[src/rtl/arith_result_uart_tx_pkg.sv]
// Shared types and ASCII constants for the arithmetic-result UART readout.
// Holds both FSM encodings and the nibble-to-hex helper.
package arith_uart_pkg;

  typedef enum logic [1:0] {
    IDLE,
    SEND_CHAR,
    NEXT,
    FINISH
  } state_e;

  typedef enum logic [1:0] {
    TX_IDLE,
    TX_START,
    TX_DATA,
    TX_STOP
  } tx_state_e;

  localparam logic [7:0] CHAR_V     = 8'h56;
  localparam logic [7:0] CHAR_DASH  = 8'h2D;
  localparam logic [7:0] CHAR_CR    = 8'h0D;
  localparam logic [7:0] ASCII_ZERO = 8'h30;
  localparam logic [7:0] ASCII_A    = 8'h41;

  localparam int NUM_CHARS = 4;

  function automatic logic [7:0] nibble_to_ascii(
    input logic [3:0] n
  );
    logic [7:0] c;
    if (n < 4'd10) begin
      c = ASCII_ZERO + {4'd0, n};
    end else begin
      c = ASCII_A + ({4'd0, n} - 8'd10);
    end
    return c;
  endfunction

endpackage

[src/rtl/arith_result_uart_tx_if.sv]
// Request/status bundle between the arithmetic stage and the
// UART readout block.
interface arith_result_uart_tx_if;

  logic       send;
  logic [7:0] result;
  logic       overflow;
  logic       tx;
  logic       busy;
  logic       done;

  modport master (
    output send,
    output result,
    output overflow,
    input  tx,
    input  busy,
    input  done
  );

  modport slave (
    input  send,
    input  result,
    input  overflow,
    output tx,
    output busy,
    output done
  );

endinterface

[src/rtl/arith_result_uart_tx_byte.sv]
// 8N1 byte transmitter; done fires one cycle before the stop bit ends
// so the caller can chain the next byte with no idle gap.
module uart_tx_byte
  import arith_uart_pkg::*;
#(
  parameter int BAUD_DIV = 5208
) (
  input  logic       clk,
  input  logic       rst,
  input  logic       start,
  input  logic [7:0] din,
  output logic       tx,
  output logic       busy,
  output logic       done
);

  localparam int CW =
    (BAUD_DIV > 2) ? $clog2(BAUD_DIV) : 2;
  localparam logic [CW-1:0] LAST =
    CW'(BAUD_DIV - 1);
  localparam logic [CW-1:0] PRE =
    CW'(BAUD_DIV - 2);

  tx_state_e     state_q, state_d;
  logic [CW-1:0] baud_q, baud_d;
  logic [2:0]    bit_q, bit_d;
  logic [7:0]    shift_q, shift_d;
  logic          tx_q, tx_d;
  logic          bit_end;

  assign bit_end = (baud_q == LAST);

  always_comb begin
    state_d = state_q;
    baud_d  = bit_end ? '0 : baud_q + 1'b1;
    bit_d   = bit_q;
    shift_d = shift_q;
    unique case (state_q)
      TX_IDLE: begin
        baud_d = '0;
        if (start) begin
          state_d = TX_START;
          shift_d = din;
        end
      end
      TX_START: begin
        if (bit_end) begin
          state_d = TX_DATA;
          bit_d   = '0;
        end
      end
      TX_DATA: begin
        if (bit_end) begin
          if (bit_q == 3'd7) begin
            state_d = TX_STOP;
          end else begin
            bit_d   = bit_q + 1'b1;
            shift_d = shift_q >> 1;
          end
        end
      end
      TX_STOP: begin
        // A start in the last stop cycle chains straight into the next frame
        if (bit_end) begin
          if (start) begin
            state_d = TX_START;
            shift_d = din;
          end else begin
            state_d = TX_IDLE;
          end
        end
      end
      default: state_d = TX_IDLE;
    endcase

    unique case (state_d)
      TX_START: tx_d = 1'b0;
      TX_DATA:  tx_d = shift_d[0];
      default:  tx_d = 1'b1;
    endcase
  end

  always_ff @(posedge clk) begin
    if (rst) begin
      state_q <= TX_IDLE;
      baud_q  <= '0;
      bit_q   <= '0;
      shift_q <= '0;
      tx_q    <= 1'b1;
    end else begin
      state_q <= state_d;
      baud_q  <= baud_d;
      bit_q   <= bit_d;
      shift_q <= shift_d;
      tx_q    <= tx_d;
    end
  end

  assign tx   = tx_q;
  assign busy = (state_q != TX_IDLE);
  assign done = (state_q == TX_STOP) &&
                (baud_q == PRE);

endmodule

[src/rtl/arith_result_uart_tx.sv]
// Serial readout of the add/sub stage: sends two hex digits, an
// overflow flag character and CR as back-to-back 8N1 frames.
module arith_result_uart_tx
  import arith_uart_pkg::*;
#(
  parameter int CLK_FREQUENCY = 100_000_000,
  parameter int BAUD_RATE     = 19_200
) (
  input logic                   clk,
  input logic                   rst,
  arith_result_uart_tx_if.slave bus
);

  localparam int BAUD_DIV = CLK_FREQUENCY / BAUD_RATE;
  localparam logic [1:0] IDX_LAST = 2'(NUM_CHARS - 1);

  state_e     state_q, state_d;
  logic [1:0] idx_q, idx_d;
  logic [7:0] res_q, res_d;
  logic       ovf_q, ovf_d;
  logic       send_q, send_d;
  logic       start_cond;

  logic       byte_start;
  logic [7:0] byte_din;
  logic       byte_tx;
  logic       byte_busy;
  logic       byte_done;

  function automatic logic [7:0] char_at(
    input logic [1:0] i,
    input logic [7:0] r,
    input logic       o
  );
    logic [7:0] c;
    case (i)
      2'd0:    c = nibble_to_ascii(r[7:4]);
      2'd1:    c = nibble_to_ascii(r[3:0]);
      2'd2:    c = o ? CHAR_V : CHAR_DASH;
      default: c = CHAR_CR;
    endcase
    return c;
  endfunction

  assign send_d = bus.send;
  assign start_cond = bus.send && !send_q &&
                      (state_q == IDLE) && !byte_busy;

  always_comb begin
    state_d    = state_q;
    idx_d      = idx_q;
    res_d      = res_q;
    ovf_d      = ovf_q;
    byte_start = 1'b0;
    byte_din   = char_at(idx_q, res_q, ovf_q);
    unique case (state_q)
      IDLE: begin
        // First char is built from the live inputs so tx falls next cycle
        if (start_cond) begin
          res_d      = bus.result;
          ovf_d      = bus.overflow;
          idx_d      = '0;
          byte_start = 1'b1;
          byte_din   = char_at(2'd0, bus.result,
                               bus.overflow);
          state_d    = SEND_CHAR;
        end
      end
      SEND_CHAR: begin
        if (byte_done) state_d = NEXT;
      end
      NEXT: begin
        if (idx_q != IDX_LAST) begin
          idx_d      = idx_q + 2'd1;
          byte_start = 1'b1;
          byte_din   = char_at(idx_q + 2'd1, res_q,
                               ovf_q);
          state_d    = SEND_CHAR;
        end else begin
          state_d = FINISH;
        end
      end
      FINISH: state_d = IDLE;
      default: state_d = IDLE;
    endcase
  end

  always_ff @(posedge clk) begin
    if (rst) begin
      state_q <= IDLE;
      idx_q   <= '0;
      res_q   <= '0;
      ovf_q   <= 1'b0;
      send_q  <= 1'b0;
    end else begin
      state_q <= state_d;
      idx_q   <= idx_d;
      res_q   <= res_d;
      ovf_q   <= ovf_d;
      send_q  <= send_d;
    end
  end

  uart_tx_byte #(
    .BAUD_DIV (BAUD_DIV)
  ) u_byte (
    .clk   (clk),
    .rst   (rst),
    .start (byte_start),
    .din   (byte_din),
    .tx    (byte_tx),
    .busy  (byte_busy),
    .done  (byte_done)
  );

  assign bus.tx   = byte_tx;
  assign bus.busy = (state_q == SEND_CHAR) ||
                    (state_q == NEXT);
  assign bus.done = (state_q == FINISH);

endmodule

[src/flat_wrapper.sv]
// flat-port wrapper written by rule: the top's interface ports become plain ports
module arith_result_uart_tx_flat import arith_uart_pkg::*;
#(
  parameter int CLK_FREQUENCY = 100_000_000,
  parameter int BAUD_RATE     = 19_200
)
  (clk, rst, bus_send, bus_result, bus_overflow, bus_tx, bus_busy, bus_done);
  arith_result_uart_tx_if bus_i ();
  input logic clk;
  input logic rst;
  input wire logic [$bits(bus_i.send)-1:0] bus_send;
  input wire logic [$bits(bus_i.result)-1:0] bus_result;
  input wire logic [$bits(bus_i.overflow)-1:0] bus_overflow;
  output wire logic [$bits(bus_i.tx)-1:0] bus_tx;
  output wire logic [$bits(bus_i.busy)-1:0] bus_busy;
  output wire logic [$bits(bus_i.done)-1:0] bus_done;
  assign bus_i.send = bus_send;
  assign bus_i.result = bus_result;
  assign bus_i.overflow = bus_overflow;
  assign bus_tx = bus_i.tx;
  assign bus_busy = bus_i.busy;
  assign bus_done = bus_i.done;
  arith_result_uart_tx #(.CLK_FREQUENCY(CLK_FREQUENCY), .BAUD_RATE(BAUD_RATE)) u_core (.clk(clk), .rst(rst), .bus(bus_i));
endmodule
[config.mk]
export PLATFORM = sky130hd
export DESIGN_NAME = arith_result_uart_tx_flat
export DESIGN_NICKNAME = d
export VERILOG_FILES = /design/src/rtl/arith_result_uart_tx_pkg.sv /design/src/rtl/arith_result_uart_tx_if.sv /design/src/rtl/arith_result_uart_tx_byte.sv /design/src/rtl/arith_result_uart_tx.sv /design/src/flat_wrapper.sv
export SDC_FILE = /design/constraint.sdc
export NUM_CORES = 1
export LEC_CHECK = 0
export ABC_AREA = 0
export BUFFER_PORTS_ARGS = -buffer_cell sky130_fd_sc_hd__buf_2
export CORE_MARGIN = 2
export CORE_UTILIZATION = 60
export DETAILED_ROUTE_END_ITERATION = 12
export PLACE_DENSITY = 0.76
export SLEW_MARGIN = 0
export SYNTH_ARGS = -nofsm -noshare
export SYNTH_HDL_FRONTEND = slang
export SYNTH_SLANG_ARGS = --single-unit
[constraint.sdc]
create_clock -name clk -period 3 [get_ports clk]
set_input_delay 0.45 -clock clk [delete_from_list [all_inputs] [get_ports clk]]
set_output_delay 0.45 -clock clk [all_outputs]
set_load 0.05 [all_outputs]
==> flow_summary_export.csv, run 1 <==
group,metric,value,unit
power,p_per_area,666,nW/um2
global_routing,grt_remaining_overflow,0,
global_routing,grt_pass1_vias,2486,
synth,syn_avg_cell_area,7.92,um2
critical_path,reg2regPathDepth,9,
layout,layout.nets,419,
layout,instances_no_fill,451,
synth,netlist_top_cells_count,"nand2_1, dfxtp_1, nor2_1, a21oi_1, ha_1",
power,p_switching,853,uW
clocking,insertion_delay,0.30,ns
synth,synth_area_leader_cell,"dfxtp_1",
clocking,postCtsSetupBuffers,0,
synth,synth_top_area_share,27.3,%
clocking,cts_buffers,5,
timing,setup_viol,0,
die,initial_utilization,62.9,%
synth,synth_top_flop_cell,"dfxtp_1",
synth,ys_types,60,
die,die_area,5600,um2
synth,synth_area,3010,um2
timing,period_share,81.3,%
layout,synthToLayoutAreaGrowth,7.02,%
clocking,clock_path_buffers,2,
die,rows,25,
power,total_leakage_power,0.00124,uW
route,firstDrtPassIters,4,
critical_path,worst-path-max-fanout,8,
placement,place_hpwl,4940,um
timing,maxSlewViolCount,0,
timing,hold_viol,0,
global_routing,track_usage,26.4,%
critical_path,crit_required,3.17,ns
critical_path,crit_path_end_kind,"flop",
power,p_sw_share,39.7,%
layout,nFillCells,434,
die,die_h,74.8,um
global_routing,grt_max_degree,28,
clocking,cts_tree,"done",
route,num_vias,2707,
clocking,cts_root_buf,"clkbuf_8",
synth,synth-seq-cells,41,
placement,routabilityCongestion,0.901,
placement,placed_area,3090,um2
layout,drive_above_1_share,10.2,%
die,fp.coreArea,4790,um2
route,route.detailed.drc,0,
synth,syn_nets,416,
timing,fin_skew,0.00592,ns
timing,tns,0,ns
placement,dpl.cell_count,443,
critical_path,cp_slowest_stage_delay,0.38,ns
timing,relSlewSlack,65.4,%
power,pwr-share-seq,33.4,%
critical_path,path_class,"reg2reg",
synth,synth_warnings,0,
synth,synth_edf_count,0,
route,drt-initial-drc-count,165,
die,ios,15,
clocking,clock-sinks,41,
placement,port_buffers,14,
route,ant_nets,0,
route,wl,6850,um
synth,async_flop_share,0,%
clocking,cts_resized,0,
synth,syn_inst,380,
global_routing,grt_pass1_wl,11400,um
clocking,hold_buffers,0,
worst_hold_path,hold_path_class,"in2reg",
synth,synth_most_common_cell,"nand2_1",
global_routing,antenna_found_initial,0,
power,power_frac_clock,25.1,%
route,viasPerCell,6.00,
timing,worstMarginPinSlew,0.518,ns
power,peakVddDrop,0.371,mV
synth,seq_area_frac_synth,27.3,%
critical_path,arrival,2.61,ns
run_status,outcome,"completed",
critical_path,crit_chain,"inv_1 > ha_1 > inv_1 > ha_1 > mux2_2 > a221oi_1 > nor3_1 > o41ai_1 > a311oi_1",
power,power.internal,1290,uW
clocking,cts.clk_slew.worst_paths,0.09,ns
power,power_frac_comb,41.5,%
clocking,ctsHtreeMaxLevel,2,
synth,synth.area.top_cells,"dfxtp_1, ha_1, nand2_1",
worst_hold_path,min_path_cells,3,
flow_run,drv_cap,0,
timing,fmax,410,MHz
layout,stdcell_area,3220,um2
timing,min_period,2.44,ns
timing,rsz0062_at_grt,"false",
critical_path,worst_path_max_delay_cell,"mux2_2",
layout,antenna_cells,0,
route,wire_per_inst,15.2,um
die,die_w,74.8,um
critical_path,crit_path_start_kind,"flop",
## worst paths after layout
check / start / to / slack, ns
hold reg to reg: u_core.u_byte.bit_q[2]$_SDFFE_PP0P_ / u_core.u_byte.bit_q[2]$_SDFFE_PP0P_ / 0.47
setup / recovery: u_core.res_q[5]$_SDFFE_PP0P_ / u_core.u_byte.shift_q[1]$_SDFFE_PP0P_ / 0.56
hold / removal: bus_overflow / u_core.ovf_q$_SDFFE_PP0P_ / 0.37
setup reg to reg: u_core.res_q[5]$_SDFFE_PP0P_ / u_core.u_byte.shift_q[1]$_SDFFE_PP0P_ / 0.56
## critical path, delay by kind of cell, from the launching register on
family          cells  cell delay, ns
compound gates      3            0.83
fa+ha+maj           2            0.51
mux                 1            0.38
flops               1            0.37
buf+inv             2            0.14
simple gates        1            0.09
## stage by stage
step                worst slack, ns  utilization [%]  total power (uW)  hold WS (ns)
floorplan                     0.710                -              1420         0.436
global placement              0.692             64.5              1580         0.444
detailed placement            0.617             64.5              1600         0.457
CTS                           0.551             67.3              2150         0.373
global route                  0.338             67.3              2280         0.381
finish                        0.560             67.3              2150         0.374
## routing by layer
| layer | vias to the layer above | global-route usage, % | share of wire (%) |
|---|---|---|---|
| li1 | 1369 | - | - |
| met1 | 1248 | 33.5 | 44 |
| met5 | - | 0 | 0 |
| met3 | 16 | 5.22 | 5.6 |
| met2 | 74 | 43.4 | 48 |
| met4 | 0 | 11.5 | 2.3 |
## power groups by stage
stage          registers [uW]  clock network, uW  logic [uW]
3_3_place_gp              722                  0         859
4_1_cts                   714                553         878
5_1_grt                   731                568         984
3_5_place_dp              726                  0         869
6_report                  717                539         891
2_1_floorplan             719                  0         696
## final cells by class
type                            count  area [um2]  share of cell area [%]
Clock buffer                        5        68.8                    2.14
Multi-Input combinational cell    297        2010                    62.3
Clock inverter                      3        65.1                    2.02
Inverter                           20        75.1                    2.33
Sequential cell                    41         821                    25.5
Tap cell                           67        83.8                    2.60
Timing Repair Buffer               18         100                    3.11
## flip-flops by register name (all words and copies together) (netlist names)
register and flops:
u_core.idx_q 2, u_core.u_byte.bit_q 3, u_core.send_q 1, u_core.u_byte.baud_q 13, u_core.u_byte.tx 1, u_core.state_q 2, u_core.u_byte.state_q 2, u_core.res_q 8
u_core.ovf_q 1, u_core.u_byte.shift_q 8
## placed cells by master, fill, tap and decap left out, types with 2 or more instances in the layout
cell type and instances:
mux2i_1 6, buf_2 14, a311oi_1 4, a211oi_1 6
o21ai_1 2, a31oi_1 8, xnor2_1 8, nor2_1 30
nand2_1 46, o211ai_1 2, xor2_1 16, o22ai_1 3
inv_1 20, and4_1 2, o31ai_1 3, and2_1 4
or3_1 2, nand4_1 7, dfxtp_1 41, o21bai_1 2
a21oi_1 28, a41o_1 2, nand2b_1 7, nand3_1 12
clkbuf_8 5, o21ai_0 17, nor2b_1 5, buf_4 4
a221oi_1 2, ha_1 24, nand3b_1 3, bufinv_16 2
and3_1 5, nor3b_1 2, o2111ai_1 2, nor3_1 7
a21boi_0 5, mux2_2 3
## logic make-up (layout without fill, tap and decap cells)
group / count (synthesis) / count (layout) / synth area share (%)
AOI/OAI and AO/OA: 100 / 100 / 22.4
adders and majority gates: 24 / 24 / 9.98
xor gates and xnor gates: 24 / 24 / 6.98
buffers and inverters: 42 / 46 / 6.03
muxes: 9 / 9 / 3.12
and+or+nand+nor: 140 / 140 / 24.2
DFF: 41 / 41 / 27.3
Note: power is estimated with default switching activity, not from simulation.
==> inputs of run 2 (changes only) <==
- ABC_AREA: 0 -> 1
- clock period: 3 -> 2.4 ns (I/O delays scaled with it)
==> flow_summary_export.csv, run 2 <==
group,metric,value,unit
layout,instances_no_fill,527,
placement,routabilityCongestion,0.951,
die,die_h,73.9,um
critical_path,crit_required,2.60,ns
synth,syn_nets,483,
power,p_per_area,974,nW/um2
clocking,clock_path_buffers,2,
layout,synthToLayoutAreaGrowth,6.75,%
global_routing,antenna_found_initial,0,
clocking,cts_root_buf,"clkbuf_8",
critical_path,worst-r2r-setup-slack,0.44,ns
critical_path,arrival,2.16,ns
synth,synth_area,2930,um2
synth,async_flop_share,0,%
layout,layout.nets,495,
timing,rsz0062_at_grt,"false",
synth,synth-seq-cells,41,
synth,syn_inst,447,
layout,drive_above_1_share,11.1,%
timing,worstMarginPinSlew,0.531,ns
worst_hold_path,hold_path_class,"in2reg",
critical_path,crit_top_cell,"nand2_1",
critical_path,crit_path_start_kind,"flop",
route,ant_nets,0,
timing,tns,0,ns
global_routing,grt_pass1_vias,2452,
clocking,cts_resized,0,
clocking,ctsHtreeMaxLevel,2,
timing,period_share,81.5,%
global_routing,track_usage,24.5,%
critical_path,path_class,"reg2reg",
route,route.detailed.drc,0,
critical_path,cp_slowest_stage_delay,0.35,ns
clocking,clock-sinks,41,
layout,antenna_cells,0,
placement,place_hpwl,4670,um
synth,synth_top_flop_cell,"dfxtp_1",
layout,final_cell_mix,"nand2_1, inv_1, a21oi_1, dfxtp_1, nor2_1",
route,viasPerCell,5.25,
global_routing,grt_remaining_overflow,0,
die,rows,25,
clocking,postCtsSetupBuffers,0,
synth,ys_types,33,
synth,netlist_top_cells_count,"nand2_1, inv_1, a21oi_1, dfxtp_1, nor2_1",
layout,reg_top3,"u_core.u_byte.baud_q x13, u_core.res_q x8, u_core.u_byte.shift_q x8",
synth,synth_top_area_share,28.0,%
synth,synth_edf_count,0,
layout,layout_commonest_cell,"nand2_1",
die,initial_utilization,62.0,%
route,wire_per_inst,11.7,um
synth,synth_warnings,0,
timing,setup_viol,0,
flow_run,drv_cap,0,
clocking,hold_buffers,0,
global_routing,grt_pass1_wl,10500,um
die,die_w,73.9,um
route,drt-initial-drc-count,166,
die,die_area,5460,um2
critical_path,worst-path-max-fanout,14,
synth,synth_area_leader_cell,"dfxtp_1",
timing,min_period,1.96,ns
clocking,cts_tree,"done",
timing,fin_skew,0.00811,ns
run_status,outcome,"completed",
power,total_leakage_power,0.00146,uW
critical_path,crit_path_end_kind,"flop",
global_routing,grt_max_degree,20,
placement,port_buffers,14,
timing,fmax,511,MHz
timing,maxSlewViolCount,0,
timing,relSlewSlack,64.5,%
synth,syn_avg_cell_area,6.56,um2
layout,largest_register,"u_core.u_byte.baud_q",
clocking,cts_buffers,5,
timing,hold_viol,0,
die,fp.coreArea,4720,um2
power,peakVddDrop,1.00,mV
clocking,insertion_delay,0.30,ns
critical_path,crit_chain,"inv_1 > ha_1 > nand3_2 > inv_1 > a21oi_1 > nand2_1 > nand2_1 > nand2_1 > nand3_2 > nor2_1 > nor2_1",
route,firstDrtPassIters,4,
synth,synth_most_common_cell,"nand2_1",
route,num_vias,2768,
synth,seq_area_frac_synth,28.0,%
critical_path,worst_path_max_delay_cell,"dfxtp_1",
layout,largest_reg_flops,13,
placement,dpl.cell_count,519,
route,wl,6150,um
clocking,cts.clk_slew.worst_paths,0.09,ns
synth,synth.area.top_cells,"dfxtp_1, nand2_1, ha_1",
die,ios,15,
## run 2: changes by cell type in the layout (fill, tap and decap cells not counted), moves of 8 or more
cell	change
inv_1	+44
nand3_1	+20
a31oi_1	-8
nor2_2	+9
xor2_1	-9
nand2_1	+58
a21oi_1	+23
## run 2: routing by layer
metal  GRT usage, %  vias up  share of wire, %
met4           7.07        0               1.3
li1               -     1460                 -
met1           34.5     1248                50
met2           37.8       51                44
met3           4.66        9               4.1
met5              0        -                 0
## run 2: final timing paths
kind                                              to                               start  cells past startpoint
setup reg to reg         u_core.u_byte.tx$_SDFF_PP1_      u_core.state_q[0]$_SDFFE_PP0P_                     11
hold reg to reg   u_core.u_byte.baud_q[0]$_SDFF_PP0_  u_core.u_byte.baud_q[0]$_SDFF_PP0_                      1
hold / removal              u_core.send_q$_SDFF_PP0_                            bus_send                      3
setup / recovery         u_core.u_byte.tx$_SDFF_PP1_      u_core.state_q[0]$_SDFFE_PP0P_                     11
## run 2: kinds of logic (layout without fill, tap and decap cells)
kind of cell | count (synthesis) | in the layout | share of synthesized area, %
buf+inv | 79 | 92 | 11.0
xor+xnor | 10 | 10 | 2.99
compound gates | 83 | 83 | 14.9
fa+ha+maj | 24 | 24 | 10.2
simple gates | 210 | 210 | 32.8
flops | 41 | 41 | 28.0
## run 2: area by class of cell
class                   count  area (um2)
clock inverters             2        13.8
inverters                  68         255
multi-input cells         327        1790
well taps                  67        83.8
fillers                   451        1600
clock buffers               6        82.6
flip-flops and latches     41         821
repair buffers             16        85.1
## run 2: critical path: cells and delay by family, from the launching register on
kind	cells	cell delay, ns
simple gates	7	0.74
buf+inv	2	0.37
flops	1	0.35
compound gates	1	0.09
fa+ha+maj	1	0.31
## run 2: report_power, final
part | leakage, uW | switching, uW | internal, uW | total [uW]
clock | 0.0000512 | 257 | 233 | 490
combinational | 0.00108 | 1070 | 553 | 1620
sequential | 0.000335 | 111 | 826 | 937
## run 2: stage by stage
stage / util, % / hold WS [ns] / worst slack, ns / total power [uW] / instance area, um2
after CTS: 66.2 / 0.294 / 0.446 / 3050 / 3130
after floorplan: - / 0.430 / 0.672 / 2270 / 2930
after global routing: 66.2 / 0.335 / 0.223 / 3350 / 3130
after detailed placement: 64.2 / 0.461 / 0.397 / 2550 / 3030
after global placement: 64.2 / 0.441 / 0.428 / 2520 / 3030
final: 66.2 / 0.290 / 0.444 / 3050 / 3130
